==> src/rtl/npc_path_sequencer.sv <==
// npc_path_sequencer: table-driven per-enemy motion script with partner sync,
// life/hurt tracking and a frame-clocked run/halt/dead state machine.
module npc_path_sequencer #(
    parameter int          SEG_DEPTH   = 16,
    parameter int          ADDR_W      = $clog2(SEG_DEPTH),
    parameter int          POS_W       = 10,
    parameter int          X_MIN       = 0,
    parameter int          X_MAX       = 639,
    parameter int          Y_MIN       = 0,
    parameter int          Y_MAX       = 328,
    parameter int          X_HOME      = 324,
    parameter int          Y_HOME      = 110,
    parameter int          SIZE_X      = 63,
    parameter int          SIZE_Y      = 160,
    parameter logic [7:0]  START_KEY   = 8'h2C,
    parameter int          LIFE_INIT   = 10,
    parameter int          HURT_FRAMES = 8,
    parameter int          LOOP        = 0
) (
    input  logic              frame_clk,
    input  logic              Reset,
    input  logic [7:0]        keycode,
    input  logic              cfg_we,
    input  logic [ADDR_W-1:0] cfg_addr,
    input  logic [25:0]       cfg_data,
    input  logic              sync_in,
    input  logic              hit,
    output logic [POS_W-1:0]  enemy_x,
    output logic [POS_W-1:0]  enemy_y,
    output logic [POS_W-1:0]  enemy_size_x,
    output logic [POS_W-1:0]  enemy_size_y,
    output logic [2:0]        seq_state,
    output logic [ADDR_W-1:0] seg_idx,
    output logic [3:0]        life,
    output logic              hurt,
    output logic              busy
);
    typedef enum logic [2:0] {IDLE = 3'd0, RUN = 3'd1, WAIT_SYNC = 3'd2, HALT = 3'd3, DEAD = 3'd4} state_t;
    localparam logic [1:0] M_MOVE = 2'd0, M_WAIT = 2'd1, M_TELE = 2'd2;
    localparam int HW = $clog2(HURT_FRAMES + 1);
    localparam logic [POS_W+1:0] XH = (POS_W+2)'(X_HOME);
    localparam logic [POS_W+1:0] YH = (POS_W+2)'(Y_HOME);

    logic [25:0]       r_table [SEG_DEPTH];
    state_t            r_state;
    logic [POS_W-1:0]  r_x, r_y;
    logic [ADDR_W-1:0] r_seg;
    logic [7:0]        r_cnt;
    logic [3:0]        r_life;
    logic [HW-1:0]     r_hurt;

    logic [25:0]             w_seg;
    logic [1:0]              w_mode;
    logic [7:0]              w_len, w_dy, w_dx;
    logic                    w_last, w_start, w_hit_ok, w_kill;
    logic [ADDR_W-1:0]       w_next;
    logic signed [POS_W+1:0] w_mx, w_my, w_tx, w_ty;

    function automatic logic [POS_W-1:0] clamp(input logic signed [POS_W+1:0] v, input int lo, input int hi);
        return (v < lo) ? POS_W'(lo) : (v > hi) ? POS_W'(hi) : v[POS_W-1:0];
    endfunction

    assign w_seg    = r_table[r_seg];
    assign {w_mode, w_len, w_dy, w_dx} = w_seg;
    assign w_last   = (w_len <= 8'd1) || (r_cnt == w_len - 8'd1);
    assign w_next   = (r_seg == ADDR_W'(SEG_DEPTH - 1)) ? '0 : r_seg + 1'b1;
    assign w_start  = keycode == START_KEY;
    assign w_hit_ok = hit && (r_state == RUN || r_state == WAIT_SYNC || r_state == HALT);
    assign w_kill   = r_life <= 4'd1;
    // Step and teleport targets use two guard bits so under/overflow is visible to the clamp
    assign w_mx     = {2'b00, r_x} + {{(POS_W-6){w_dx[7]}}, w_dx};
    assign w_my     = {2'b00, r_y} + {{(POS_W-6){w_dy[7]}}, w_dy};
    assign w_tx     = XH + {{(POS_W-8){w_dx[7]}}, w_dx, 2'b00};
    assign w_ty     = YH + {{(POS_W-8){w_dy[7]}}, w_dy, 2'b00};

    always_ff @(posedge frame_clk)
        if (cfg_we && (r_state == IDLE || r_state == HALT)) r_table[cfg_addr] <= cfg_data;

    always_ff @(posedge frame_clk or posedge Reset)
        if (Reset) begin
            r_state <= IDLE;
            r_x     <= POS_W'(X_HOME);
            r_y     <= POS_W'(Y_HOME);
            r_seg   <= '0;
            r_cnt   <= '0;
            r_life  <= 4'(LIFE_INIT);
            r_hurt  <= '0;
        end else begin
            r_hurt <= (r_hurt != '0) ? r_hurt - 1'b1 : '0;
            if (w_hit_ok) begin
                r_life <= (r_life != 4'd0) ? r_life - 1'b1 : 4'd0;
                r_hurt <= HW'(HURT_FRAMES);
            end
            // A fatal hit overrides whatever the script would have done this frame
            if (w_hit_ok && w_kill) begin
                r_state <= DEAD;
                r_hurt  <= '0;
            end else
                case (r_state)
                    IDLE, HALT:
                        if (w_start) begin
                            r_state <= RUN;
                            r_seg   <= '0;
                            r_cnt   <= '0;
                        end
                    RUN, WAIT_SYNC:
                        case (w_mode)
                            M_MOVE: begin
                                r_x   <= clamp(w_mx, X_MIN, X_MAX);
                                r_y   <= clamp(w_my, Y_MIN, Y_MAX);
                                r_cnt <= w_last ? 8'd0 : r_cnt + 1'b1;
                                if (w_last) r_seg <= w_next;
                            end
                            M_WAIT: begin
                                r_state <= sync_in ? RUN : WAIT_SYNC;
                                if (sync_in) r_seg <= w_next;
                            end
                            M_TELE: begin
                                r_x   <= clamp(w_tx, X_MIN, X_MAX);
                                r_y   <= clamp(w_ty, Y_MIN, Y_MAX);
                                r_seg <= w_next;
                            end
                            default: begin
                                r_state <= (LOOP != 0) ? RUN : HALT;
                                r_cnt   <= '0;
                                if (LOOP != 0) r_seg <= '0;
                            end
                        endcase
                    default: r_hurt <= '0;
                endcase
        end

    assign enemy_x      = r_x;
    assign enemy_y      = r_y;
    assign enemy_size_x = POS_W'(SIZE_X);
    assign enemy_size_y = POS_W'(SIZE_Y);
    assign seq_state    = r_state;
    assign seg_idx      = r_seg;
    assign life         = r_life;
    assign hurt         = r_hurt != '0;
    assign busy         = (r_state == RUN) || (r_state == WAIT_SYNC);
endmodule

==> config.mk <==
export PLATFORM = sky130hd
export DESIGN_NAME = npc_path_sequencer
export DESIGN_NICKNAME = d
export VERILOG_FILES = /design/src/rtl/npc_path_sequencer.sv
export SDC_FILE = /design/constraint.sdc
export NUM_CORES = 1
export LEC_CHECK = 0
export CORE_MARGIN = 5
export CORE_UTILIZATION = 50
export CTS_CLUSTER_SIZE = 14
export DETAILED_ROUTE_END_ITERATION = 6
export DONT_BUFFER_PORTS = 1
export PLACE_DENSITY = 0.65
export SLEW_MARGIN = 20
export SYNTH_ARGS = -nofsm -noshare
export SYNTH_HDL_FRONTEND = slang
export SYNTH_SLANG_ARGS = --single-unit
==> constraint.sdc <==
create_clock -name frame_clk -period 6.03 [get_ports frame_clk]
set_input_delay 1.206 -clock frame_clk [delete_from_list [all_inputs] [get_ports frame_clk]]
set_output_delay 1.206 -clock frame_clk [all_outputs]
set_load 0.1 [all_outputs]
Word level (Yosys, flattened, before mapping)

Memory sizes are Yosys's and may differ from the RTL's.
Index checks and enable logic that the tools add are counted.

$add $sub $neg: 9
Multiply operators: 0
Div/mod/pow operators: 0
$lt $le $gt $ge: 10
Equal/unequal tests: 15
Shift operators: 0
Muxes and demuxes: 32
Bitwise operators: 1
Reduce and logical (&&, ||, !) cells: 23

Operators with widths:

| cell                                                         | count |
|---|---|
| two-way mux 10 bit                                           | 8 |
| one-hot mux 10 bit (2 select lines)                          | 2 |
| two-way mux 4 bit                                            | 9 |
| one-hot mux 8 bit (2 select lines)                           | 2 |
| adder 11 x 8 -> 12 bit                                       | 2 |
| less-than comparator 12 x 1 -> 1 bit (second input constant) | 2 |
| less-than comparator 11 x 1 -> 1 bit (second input constant) | 2 |
| two-way mux 8 bit                                            | 2 |
| > comparator 12 x 10 -> 1 bit (second input constant)        | 1 |
| > comparator 12 x 11 -> 1 bit (second input constant)        | 1 |
| != test 3 bit (second input constant)                        | 4 |
| one-hot mux 3 bit (2 select lines)                           | 2 |
| one-hot mux 4 bit (3 select lines)                           | 1 |
| adder 10 x 10 -> 11 bit (first input constant)               | 1 |
| adder 8 x 10 -> 11 bit (first input constant)                | 1 |
| > comparator 11 x 10 -> 1 bit (second input constant)        | 1 |
| > comparator 11 bit (second input constant)                  | 1 |
| adder 8 x 1 -> 8 bit (second input constant)                 | 1 |
| == test 8 x 6 -> 1 bit (second input constant)               | 1 |
| == test 8 bit                                                | 1 |
| <= comparator 8 x 1 -> 1 bit (second input constant)         | 1 |
| one-hot mux 4 bit (2 select lines)                           | 1 |
| nonzero test 4 bit                                           | 2 |
| OR reduction 2 bit                                           | 4 |
| other kinds (25)                                             | 37 |

Bits in registers: 43
Latch bits: 0
Bits in writable memories: 416
Bits in read-only memories: 0
Bits of input ports: 43
Output and inout bits: 53
Word-level logic and storage cells: 98
Memories kept: 1

Memories:

| memory  | depth | bits a word | read ports | clocked after Yosys merged registers in | write ports | RTL line | source |
|---|---|---|---|---|---|---|---|
| r_table | 16    | 26          | 1          | 0                                       | 1           | 44       | `logic [25:0] r_table [SEG_DEPTH];` |

Depth between registers and ports, before layout

Gate-level depths: netlist (run 1).

Word-level depth: 7
Mapped depth: 19
Gate-level depth less buffers: 15

Worst setup path after synthesis (run 1)

No wires, ideal clock.

Kind: register -> register
Start point: register r_seg[0], in the netlist seg_idx[0]
End point: register r_y[2], in the netlist enemy_y[2]
Setup time: 0.085 ns
Data arrival time: 5.089 ns
Data required time: 5.945 ns
Path slack: 0.856 ns
Stages on the path, launching flop included: 18
Path buffers: 4
Period minus slack after synthesis: 5.174 ns
Cell sequence: dfrtp_1 > buf_6 > buf_12 > buf_12 > buf_6 > mux4_2 > mux4_2 > ha_1 > a21o_1 > a21oi_1 > o21ai_1 > a2111oi_0 > o31ai_1 > a21oi_1 > xnor2_1 > or3_1 > nand3b_1 > o221ai_1

Longest elaborated chain between the ends: 6
Elaborated cells on any way between the ends: 16
Classes of those cells: add/sub (2); order compare (4); eq/ne (1); mux (5); reduce/logical (3); memory (1)

RTL lines:

| item                                                                           | RTL line | source |
|---|---|---|
| start, declared                                                                | 47       | `logic [ADDR_W-1:0] r_seg;` |
| start signal, assigned                                                         | 112      | `if (w_last) r_seg <= w_next;` |
| start signal, assigned                                                         | 116      | `if (sync_in) r_seg <= w_next;` |
| start signal, assigned                                                         | 121      | `r_seg <= w_next;` |
| memory (16 x 26 bit) *                                                         | --       |  |
| adder 11 x 8 -> 12 bit or adder 8 x 10 -> 11 bit (tied branches)               | 72, 74   |  |
| > comparator 12 x 10 -> 1 bit or > comparator 11 x 10 -> 1 bit (tied branches) | 60       | `return (v < lo) ? POS_W'(lo) : (v > hi) ? POS_W'(hi) : v[POS_W-1:0];` |
| two-way mux 10 bit (2 in a row)                                                | 60       |  |
| one-hot mux 10 bit (2 select lines)                                            | 107      | `case (w_mode)` |
| end signal, assigned                                                           | 83       | `r_y <= POS_W'(Y_HOME);` |
| end signal, assigned                                                           | 110      | `r_y <= clamp(w_my, Y_MIN, Y_MAX);` |
| end signal, assigned                                                           | 120      | `r_y <= clamp(w_ty, Y_MIN, Y_MAX);` |
| end, declared                                                                  | 46       | `logic [POS_W-1:0] r_x, r_y;` |

Every way passes the cells marked *; elsewhere a longest branch is shown, timed or not.
A chain may end at the register's enable or synchronous reset.

Worst setup path after layout (run 1)

Start point: register r_seg[1], in the netlist seg_idx[1]
End point: register r_y[7], in the netlist enemy_y[7]

Same word-level chain as after synthesis.

==> results.txt, run 1 <==
----------------------------------------------------
[Run status]
  Run status ... finished, final reports clean

[Synth]
  Number of distinct library cell variants in the gate-level netlist after synthesis ... just under 90
  Synthesized cell area ... 20000 um2
  Post-Synthesis Cells ... between 1000 and 1500
  Biggest area contributors in the synthesized netlist ... edfxtp_1 62%, mux4_2 13%, dfrtp_1 4.1%
  Commonest register cell after synthesis ... edfxtp_1
  Mean cell area of the mapped netlist ... around 18 um2
  Number of register bits inferred by synthesis ... 459
  Synth Warn # ... 0
  Number of enable-type register cells in the synthesized netlist ... 416
  Proportion of synthesized chip area in sequential cells ... around two thirds
  Post-synth ARST share ... about a tenth
  Area share of the largest cell type after synthesis ... between 60% and 70%
  Biggest area consumer among synthesized cells ... edfxtp_1

[Final layout]
  Area Overhead vs Synth ... 10.8%
  Commonest cells after routing, fill and taps aside ... 416 x edfxtp_1, 116 x mux4_2, 46 x clkbuf_16
  Fraction of final layout cells with drive strength greater than 1 ... 24.9%
  Post-layout util ... about 56%
  Number of inserted diodes ... 0
  Most common cell after layout, fill and taps aside ... edfxtp_1
  Nets@finish ... about 1200

[Pwr]
  Share of power burned in registers ... between 40% and 50%
  Power density relative to cell area ... about 450 nW/um2
  Combinational cell fraction of total power ... 27.2%
  Worst IR drop on VDD ... approximately 0.00022 V
  Net switching power of the design ... ~3500 uW
  Clk pwr share ... between 20% and 30%
  Int Power ... ~6400 uW
  Cell leakage power ... 0.00732 uW
  Sw Ratio ... between 30% and 40%

[Place]
  Dpl ws ... ~1000 ps
  Number of I/O port buffers ... 0
  DP HPWL ... approximately 26 mm
  Routability congestion estimate ... approximately 0.83

[Global route]
  Total routing resource utilization after global routing ... 19.6%
  Vias in the first global route ... between 10000 and 15000
  Wire length of the first global-routing pass ... around 65 mm
  Sum of overflow across all layers after global routing ... 0
  Number of antenna violations at the first check in global routing ... 0
  Maximum number of pins on one net before global-route repair ... 64

[STA]
  Final period demand of the worst path ... ~5000 ps
  Total count of max-transition violations in the final report ... 0
  Sum Neg Setup Slack ... 0 ps
  Transition time at the pin with the least slew margin ... roughly 1100 ps
  Ratio of final minimum period to clock period ... 84.2%
  Setup repair after global routing missed its margin ... no
  Post-route clock skew ... approximately 18 ps
  Worst slew margin relative to its limit ... between 20% and 30%
  Setup violation total in the final timing report ... 0
  Final hold violations ... 0
  Fmax achieved ... just under 0.2 GHz
  Final worst-path setup slack ... 951 ps

[Floorplan]
  Overall die area ... ~44000 um2
  Die span in y ... ~210 um
  Initial Util ... around 51%
  Standard cell core area ... between 30000 and 40000 um2
  Io pins ... 96
  Horizontal die dimension ... ~210 um
  Count of standard-cell rows ... 73

[Clocking]
  Clock Latency Late Sink ... 580 ps
  CTS clk-pin slew, worst paths ... around 60 ps
  Hold buffer count at cts ... 0
  Buffers from clock root to sink, at most ... 3
  TritonCTS Buffers ... 46
  TritonCTS clock tree ... done
  H-Tree Level Count ... 2
  Clock net sink count ... between 400 and 500
  Postcts setup bufs ... 0
  Clock Tree Root ... clkbuf_16
  Post-cts sizing count ... 0

[Setup path]
  Data required time of the critical path ... ~6500 ps
  Critical-path maximum fanout ... 63
  Arrival time at the worst endpoint ... between 5000 and 6000 ps
  Critical path endpoint category ... flop
  Critical path launch point type ... flop
  Crit path kind ... flop to flop

[Routing]
  Antenna-violating nets left ... 0
  Final Routed Wirelength ... around 43 mm
  Number of remaining DRC errors ... 0
  Vias per Instance ... about 6
  First-pass iteration count of the detailed router ... 5
  Average wire per standard cell ... between 20 and 30 um
  Initial DRC count ... between 900 and 1000
  Via Count ... 10300

[Job]
  Count of maximum capacitance violations ... 0

[Hold path]
  Worst min-delay path category ... flop to flop

----------------------------------------------------
power by group through the flow:
stage | clock network, uW | registers, uW | logic (uW)
global route | 3050 | 4360 | 2950
finish | 2860 | 4340 | 2690
CTS | 2920 | 4350 | 2690
floorplan | 0 | 4300 | 2220
global placement | 0 | 4410 | 2660
detailed placement | 0 | 4410 | 2670
worst paths after layout:
| check | start | end | slack, ps | cells past startpoint |
|---|---|---|---|---|
| worst max-delay path | seg_idx[1] | enemy_y[7] | 950 | 13 |
| worst min-delay path | r_hurt[0] | r_hurt[0] | 440 | 1 |
| worst max register to register | seg_idx[1] | enemy_y[7] | 950 | 13 |
| worst min register to register | r_hurt[0] | r_hurt[0] | 440 | 1 |
| max in group asynchronous | Reset | seg_idx[0] | 4640 | 1 |
| min in group asynchronous | Reset | r_cnt[5] | 710 | 1 |
metal layers:
metal | share of wire (%) | GRT usage (%) | up-vias
met5 | 0 | 0 | -
met1 | 42 | 26.4 | 5378
met2 | 49 | 32.5 | 281
met4 | 2.0 | 5.51 | 0
li1 | - | - | 4532
met3 | 7.0 | 4.69 | 62
cells by family after synthesis:
kind of cell	after synthesis	synth area share [%]
other cells	2	0.0375
flops	459	67.8
xor+xnor	36	1.61
compound gates	148	5.14
mux	147	15.1
fa+ha+maj	36	2.32
simple gates	184	4.88
buf+inv	96	3.06
through the flow:
step | total power, uW | std cells | area, um2 | hold slack, ps
2_1_floorplan | 6520 | 1126 | 20100 | 419
3_3_place_gp | 7060 | 1626 | 20600 | 438
3_5_place_dp | 7090 | 1627 | 20700 | 436
4_1_cts | 9950 | 1713 | 22200 | 442
5_1_grt | 10400 | 1713 | 22200 | 506
6_report | 9890 | 1713 | 22200 | 440
sequential cells by signal, indices dropped and copies added (netlist names):
name       cells
r_cnt          8
r_table      416
seq_state      3
seg_idx        4
r_hurt         4
life           4
enemy_x       10
enemy_y       10
critical path, stage by stage (launching register included):
cell	delay, ps
dfrtp_4	1070
mux4_2	420
mux4_2	540
ha_1	290
a21o_1	180
a21oi_1	210
o21ai_1	120
a2111oi_0	660
o31ai_1	240
a21oi_1	220
xnor2_1	80
or3_1	370
nand3b_1	310
o221ai_1	240
cell usage after synthesis (all sizes together), types with 6 or more instances:
master and instances:
buf 50, a22oi 6, and3 6, xor2 17, inv 34, nand2 34
nor3 20, a21oi 30, xnor2 19, mux2i 19, o221ai 6, a21o 12
nor2b 8, dfstp 10, o21ai 36, edfxtp 416, mux4 121, nand4 8
clkbuf 8, ha 34, nor2 52, dfrtp 33, or3 6, a31oi 8
nand2b 17, nand3 9, o22ai 6, mux2 7
layout make-up:
cell class | count | area, um2
inverters | 38 | 144
clock buffers | 56 | 1230
multi-input cells | 571 | 6000
fillers | 2978 | 17400
well taps | 525 | 657
flip-flops and latches | 459 | 13600
repair buffers | 34 | 268
clock inverters | 30 | 299
No activity file was read; power rests on OpenSTA's default activity.
==> run 2: changes to the inputs <==
PLACE_DENSITY = 0.68   (was 0.65)
clock period = 4.3 ns   (was 6.03 ns; I/O delays follow)
==> results.txt, run 2 (synthesis gave the netlist of run 1 again) <==
----------------------------------------------------
[Run status]
  Run status ... finished, final reports clean

[STA]
  Final hold violations ... 0
  Final period demand of the worst path ... approximately 4300 ps
  Post-route clock skew ... around 17 ps
  Setup repair after global routing missed its margin ... yes
  Fmax achieved ... 0.235 GHz
  Setup violation total in the final timing report ... 0
  Tightest hold margin ... between 300 and 400 ps
  Worst slew margin relative to its limit ... between 30% and 40%
  Ratio of final minimum period to clock period ... between 90% and 100%
  Sum Neg Setup Slack ... 0 ps
  Total count of max-transition violations in the final report ... 0
  Transition time at the pin with the least slew margin ... around 1000 ps

[Clocking]
  Clock net sink count ... around 460
  Clock Latency Late Sink ... ~560 ps
  TritonCTS clock tree ... done
  Buffers from clock root to sink, at most ... 3
  H-Tree Level Count ... 2
  Hold buffer count at cts ... 0
  Clock Tree Root ... clkbuf_16
  CTS clk-pin slew, worst paths ... ~60 ps
  TritonCTS Buffers ... between 40 and 50

[Final layout]
  Area Overhead vs Synth ... 14.2%
  Number of cells in the finished layout apart from fillers ... between 1500 and 2000
  Commonest cells after routing, fill and taps aside ... 416 x edfxtp_1, 116 x mux4_2, 90 x buf_4
  Fill count ... ~2900
  Register ranked first by flip-flop count ... r_table
  Fraction of final layout cells with drive strength greater than 1 ... just under 30%
  Number of flip-flops under the largest register name ... 416
  Most common cell after layout, fill and taps aside ... edfxtp_1
  Nets@finish ... ~1300
  Number of inserted diodes ... 0
  Cell area after layout ... approximately 23000 um2

[Floorplan]
  Horizontal die dimension ... 210 um
  Die span in y ... roughly 210 um
  Standard cell core area ... between 30000 and 40000 um2
  Overall die area ... 44100 um2
  Count of standard-cell rows ... 73
  Initial Util ... approximately 50%
  Io pins ... 96

[Global route]
  Maximum number of pins on one net before global-route repair ... 44
  Wire length of the first global-routing pass ... 66.1 mm
  Vias in the first global route ... between 10000 and 15000
  Total routing resource utilization after global routing ... 19.9%
  Number of antenna violations at the first check in global routing ... 1
  Sum of overflow across all layers after global routing ... 0

[Routing]
  First-pass iteration count of the detailed router ... 5
  Final Routed Wirelength ... roughly 45 mm
  Number of remaining DRC errors ... 0
  Via Count ... between 10000 and 15000
  Vias per Instance ... 5.96
  Initial DRC count ... 962
  Antenna-violating nets left ... 0
  Average wire per standard cell ... between 20 and 30 um

[Setup path]
  Critical path endpoint category ... flop
  Crit path kind ... flop to flop
  Gate family responsible for the most delay along the worst path ... compound AO/OA/AOI/OAI gates
  Arrival time at the worst endpoint ... between 4000 and 5000 ps
  Slowest cell on the critical path ... mux4_2
  Worst path buffer plus inverter count ... 1
  Critical path launch point type ... flop
  Data required time of the critical path ... between 4000 and 5000 ps
  Cell breakdown of the critical path ... buf_12 -> mux4_2 -> mux4_2 -> ha_4 -> a21o_1 -> a21oi_2 -> o21ai_2 -> a2111oi_4 -> o31ai_4 -> a21oi_2 -> xnor2_1 -> or3_1 -> nand3b_1 -> o221ai_1
  Critical-path maximum fanout ... 11
  Max incr delay on CP ... 540 ps

[Pwr]
  Int Power ... about 9300 uW
  Sw Ratio ... roughly a third
  Worst IR drop on VDD ... roughly 0.00028 V
  Clk pwr share ... roughly 27%
  Net switching power of the design ... ~5000 uW
  Total power consumption of the routed design ... 14300 uW
  Combinational cell fraction of total power ... about a third
  Cell leakage power ... between 0.007 and 0.008 uW
  Power density relative to cell area ... ~620 nW/um2
  Share of power burned in registers ... between 30% and 40%

[Hold path]
  Worst min-delay path category ... input pin to async pin

[Place]
  Number of I/O port buffers ... 0
  Routability congestion estimate ... 0.862
  Cells after DPL ... 1680
  Placed Area ... between 20000 and 25000 um2
  DP HPWL ... 28.9 mm

[Job]
  Count of maximum capacitance violations ... 0

----------------------------------------------------
-- run 2: cell count changes in the layout (fill, tap and decap cells not counted), sizes merged --
cell | previous run | this run
buf | 34 | 100
inv | 37 | 34
clkbuf | 56 | 61
clkinv | 24 | 23
clkinvlp | 2 | 3
bufinv | 5 | 3
-- run 2: power by group through the flow --
stage | logic (uW) | registers, uW | clock network [uW]
after floorplan | 3170 | 6040 | 0
after global placement | 4620 | 5650 | 0
after detailed placement | 4680 | 5650 | 0
after CTS | 4700 | 5560 | 3930
after global routing | 5260 | 5580 | 4120
final | 4860 | 5560 | 3860
-- run 2: layout make-up --
cell class | instances | area [um2] | area share [%]
well taps | 525 | 657 | 2.87
multi-input cells | 571 | 6110 | 26.7
clock buffers | 59 | 1240 | 5.43
clock inverters | 25 | 223 | 0.974
repair buffers | 102 | 903 | 3.95
inverters | 38 | 145 | 0.635
flip-flops and latches | 459 | 13600 | 59.4
-- run 2: through the flow --
stage / util [%] / setup slack [ps]
after detailed placement: 53.4 / 78.2
final: 57.7 / 47.9
after CTS: 57.1 / 30.5
after global routing: 57.7 / -90.8
after global placement: 53.4 / 103
after floorplan: - / -175
-- run 2: repair_timing --
item	4_1_cts	5_1_grt
setup endpoints to repair	0	29
resized for setup	0	22
setup buffers	0	13
hold endpoints to repair	0	0
-- run 2: final timing paths --
path	start	to	slack, ps	cells past startpoint
max	seg_idx[0]	enemy_y[1]	50	14
min	Reset	r_cnt[1]	330	1
max reg2reg	seg_idx[0]	enemy_y[1]	50	14
min reg2reg	r_hurt[0]	r_hurt[0]	450	1
max in group asynchronous	Reset	seg_idx[0]	3380	1
min in group frame_clk	cfg_data[18]	r_table[9][18]	390	0
-- run 2: worst reg2reg max path: cells and delay by family, from the launching register on --
kind,cells,cell delay (ps)
simple gates,2,690
flops,1,500
compound gates,7,1450
mux,2,1040
xor+xnor,1,70
buf+inv,1,170
fa+ha+maj,1,230
-- run 2: layer usage --
layer  up-vias  global-route usage (%)  share of wire, %
met5         -                       0             0.029
met4         2                    4.64               1.9
li1       4659                       -                 -
met1      5474                    27.5                41
met3        67                    4.48               7.9
met2       395                    32.7                49
==> run 3: changes to the inputs <==
--- a/config.mk
+++ b/config.mk
@@ -7,2 +7,3 @@
 export LEC_CHECK = 0
+export CAP_MARGIN = 20
 export CORE_MARGIN = 5
--- a/constraint.sdc
+++ b/constraint.sdc
@@ -3,2 +3,2 @@
 set_output_delay 0.86 -clock frame_clk [all_outputs]
-set_load 0.1 [all_outputs]
+set_load 0.01 [all_outputs]
==> results.txt, run 3 (synthesis gave the netlist of run 1 again) <==
----------------------------------------------------
[Routing]
  Vias per Instance ... between 6 and 7
  Initial DRC count ... 965
  Antenna-violating nets left ... 0
  Average wire per standard cell ... roughly 26 um
  First-pass iteration count of the detailed router ... 5
  Number of remaining DRC errors ... 0
  Final Routed Wirelength ... ~45 mm
  Via Count ... approximately 11000

[Pwr]
  Int Power ... between 9000 and 10000 uW
  Net switching power of the design ... 4180 uW
  Power density relative to cell area ... around 580 nW/um2
  Combinational cell fraction of total power ... about a third
  Clk pwr share ... 28.2%
  Sw Ratio ... 31.4%
  Cell leakage power ... approximately 0.0076 uW
  Share of power burned in registers ... around 40%
  Worst IR drop on VDD ... 0.000273 V

[Setup path]
  Crit path kind ... flop to flop
  Critical-path maximum fanout ... 10
  Critical path endpoint category ... flop
  Arrival time at the worst endpoint ... roughly 4700 ps
  Number of cell instances on the worst register-to-register path ... 15
  Reg-to-Reg Start ... seg_idx[0]
  R2R setup slack ... ~94 ps
  Worst r2r dst ... enemy_x[1]
  Critical path startpoint ... seg_idx[0]
  Capturing element of the worst setup path ... enemy_x[1]
  Critical path launch point type ... flop
  Data required time of the critical path ... 4750 ps

[STA]
  Final worst-path setup slack ... 93.9 ps
  Fmax achieved ... approximately 0.24 GHz
  Worst slew margin relative to its limit ... 45.2%
  Setup violation total in the final timing report ... 0
  Ratio of final minimum period to clock period ... about 98%
  Transition time at the pin with the least slew margin ... between 800 and 900 ps
  Setup repair after global routing missed its margin ... yes
  Total count of max-transition violations in the final report ... 0
  Final hold violations ... 0
  Tightest hold margin ... 321 ps
  Post-route clock skew ... 19.5 ps
  Sum Neg Setup Slack ... 0 ps
  Final period demand of the worst path ... between 4000 and 5000 ps

[Floorplan]
  Overall die area ... approximately 44000 um2
  Initial Util ... between 50% and 60%
  Count of standard-cell rows ... 73
  Horizontal die dimension ... about 210 um
  Io pins ... 96
  Standard cell core area ... 39600 um2
  Die span in y ... between 200 and 250 um

[Final layout]
  Number of cells in the finished layout apart from fillers ... about 1800
  Post-layout util ... between 50% and 60%
  Register ranked first by flip-flop count ... r_table
  Area Overhead vs Synth ... 13.9%
  Area of the multi-input gates ... around 6200 um2
  Fraction of final layout cells with drive strength greater than 1 ... approximately 29%
  Number of flip-flops under the largest register name ... 416
  Sequential standard cell area ... 13600 um2
  Nets@finish ... about 1300
  Number of inserted diodes ... 0
  Most common cell after layout, fill and taps aside ... edfxtp_1
  Commonest cells after routing, fill and taps aside ... 416 x edfxtp_1, 116 x mux4_2, 62 x buf_4
  Fill count ... between 2000 and 3000

[Run status]
  Run status ... finished, final reports clean

[Global route]
  Maximum number of pins on one net before global-route repair ... 44
  Number of antenna violations at the first check in global routing ... 2
  Total routing resource utilization after global routing ... between 10% and 20%
  Vias in the first global route ... approximately 10000
  Sum of overflow across all layers after global routing ... 0
  Wire length of the first global-routing pass ... approximately 66 mm

[Clocking]
  Clock net sink count ... ~460
  Buffers from clock root to sink, at most ... 3
  H-Tree Level Count ... 2
  Clock Tree Root ... clkbuf_16
  CTS clk-pin slew, worst paths ... 70 ps
  TritonCTS Buffers ... between 40 and 50
  Clock Latency Late Sink ... between 500 and 600 ps
  TritonCTS clock tree ... done
  Hold buffer count at cts ... 0

[Place]
  Dpl ws ... -46.8 ps
  Routability congestion estimate ... between 0.8 and 0.9
  DP HPWL ... 27.0 mm
  Cells after DPL ... 1654
  Number of I/O port buffers ... 0

[Hold path]
  Worst min-delay path category ... input pin to async pin

[Job]
  Count of maximum capacitance violations ... 0

----------------------------------------------------
## run 3: cell count changes in the layout (fill, tap and decap cells not counted), moves of 2 or more
cell and delta:
buf_4 -28, buf_12 +4, clkinv_2 -4, clkinvlp_4 -3, ha_4 +3, o21ai_1 -3, buf_16 +2, clkbuf_1 +2
clkinv_4 +2, ha_1 -2, o21ai_2 +2, o221ai_1 -2, o221ai_2 +2
## run 3: worst min path at each step
stage | depth (start not counted) | end | slack (ps) | startpoint
detailed placement | 1 | r_hurt[0] | 440 | r_hurt[0]
CTS | 0 | r_table[14][13] | 370 | cfg_data[13]
global placement | 1 | r_hurt[0] | 450 | r_hurt[0]
global route | 0 | r_table[14][13] | 370 | cfg_data[13]
floorplan | 1 | r_hurt[0] | 420 | r_hurt[0]
finish | 1 | r_cnt[3] | 320 | Reset
## run 3: power by group through the flow
stage / registers, uW / logic (uW) / clock network, uW
5_1_grt: 5340 / 4640 / 4010
3_5_place_dp: 5430 / 3850 / 0
2_1_floorplan: 5280 / 3040 / 0
6_report: 5320 / 4250 / 3750
3_3_place_gp: 5420 / 3780 / 0
4_1_cts: 5340 / 3890 / 3820
## run 3: metal layers
metal  track usage (%)  vias to the layer above  routed length [um]
met1              27.6                     5572               18700
met2              33.3                      346               22500
met3              3.93                       57                2970
met4              4.86                        2                 844
li1                  -                     4614                   -
met5                 0                        -                  13
## run 3: layout make-up
type / count / share of cell area (%)
multi-input combinational: 571 / 27.1
sequential: 459 / 59.6
tap: 525 / 2.88
timing repair buffer: 80 / 3.63
clock buffer: 61 / 5.43
clock inverter: 19 / 0.724
inverter: 38 / 0.637
## run 3: stage by stage
stage               area [um2]  total power (uW)
floorplan                20100              8320
detailed placement       21000              9270
CTS                      22400             13000
global route             22800             14000
global placement         21000              9200
finish                   22800             13300
## run 3: timing repair
item / 4_1_cts / 5_1_grt
gates resized for setup: 2 / 32
cloned: 0 / 2
setup buffers: 1 / 16
pin swaps: 1 / 9
endpoints found under the setup margin: 6 / 26
## run 3: critical path, stage by stage (launching register included)
cell     delay [ps]
dfrtp_4         550
buf_12          170
buf_16          150
buf_4           140
mux4_2          420
mux4_2          560
ha_1            330
buf_4           110
inv_1            40
o21a_1          200
o21ai_0         380
a31o_2          220
a21oi_1          70
xnor2_1         170
or3_1           360
a41oi_2         220
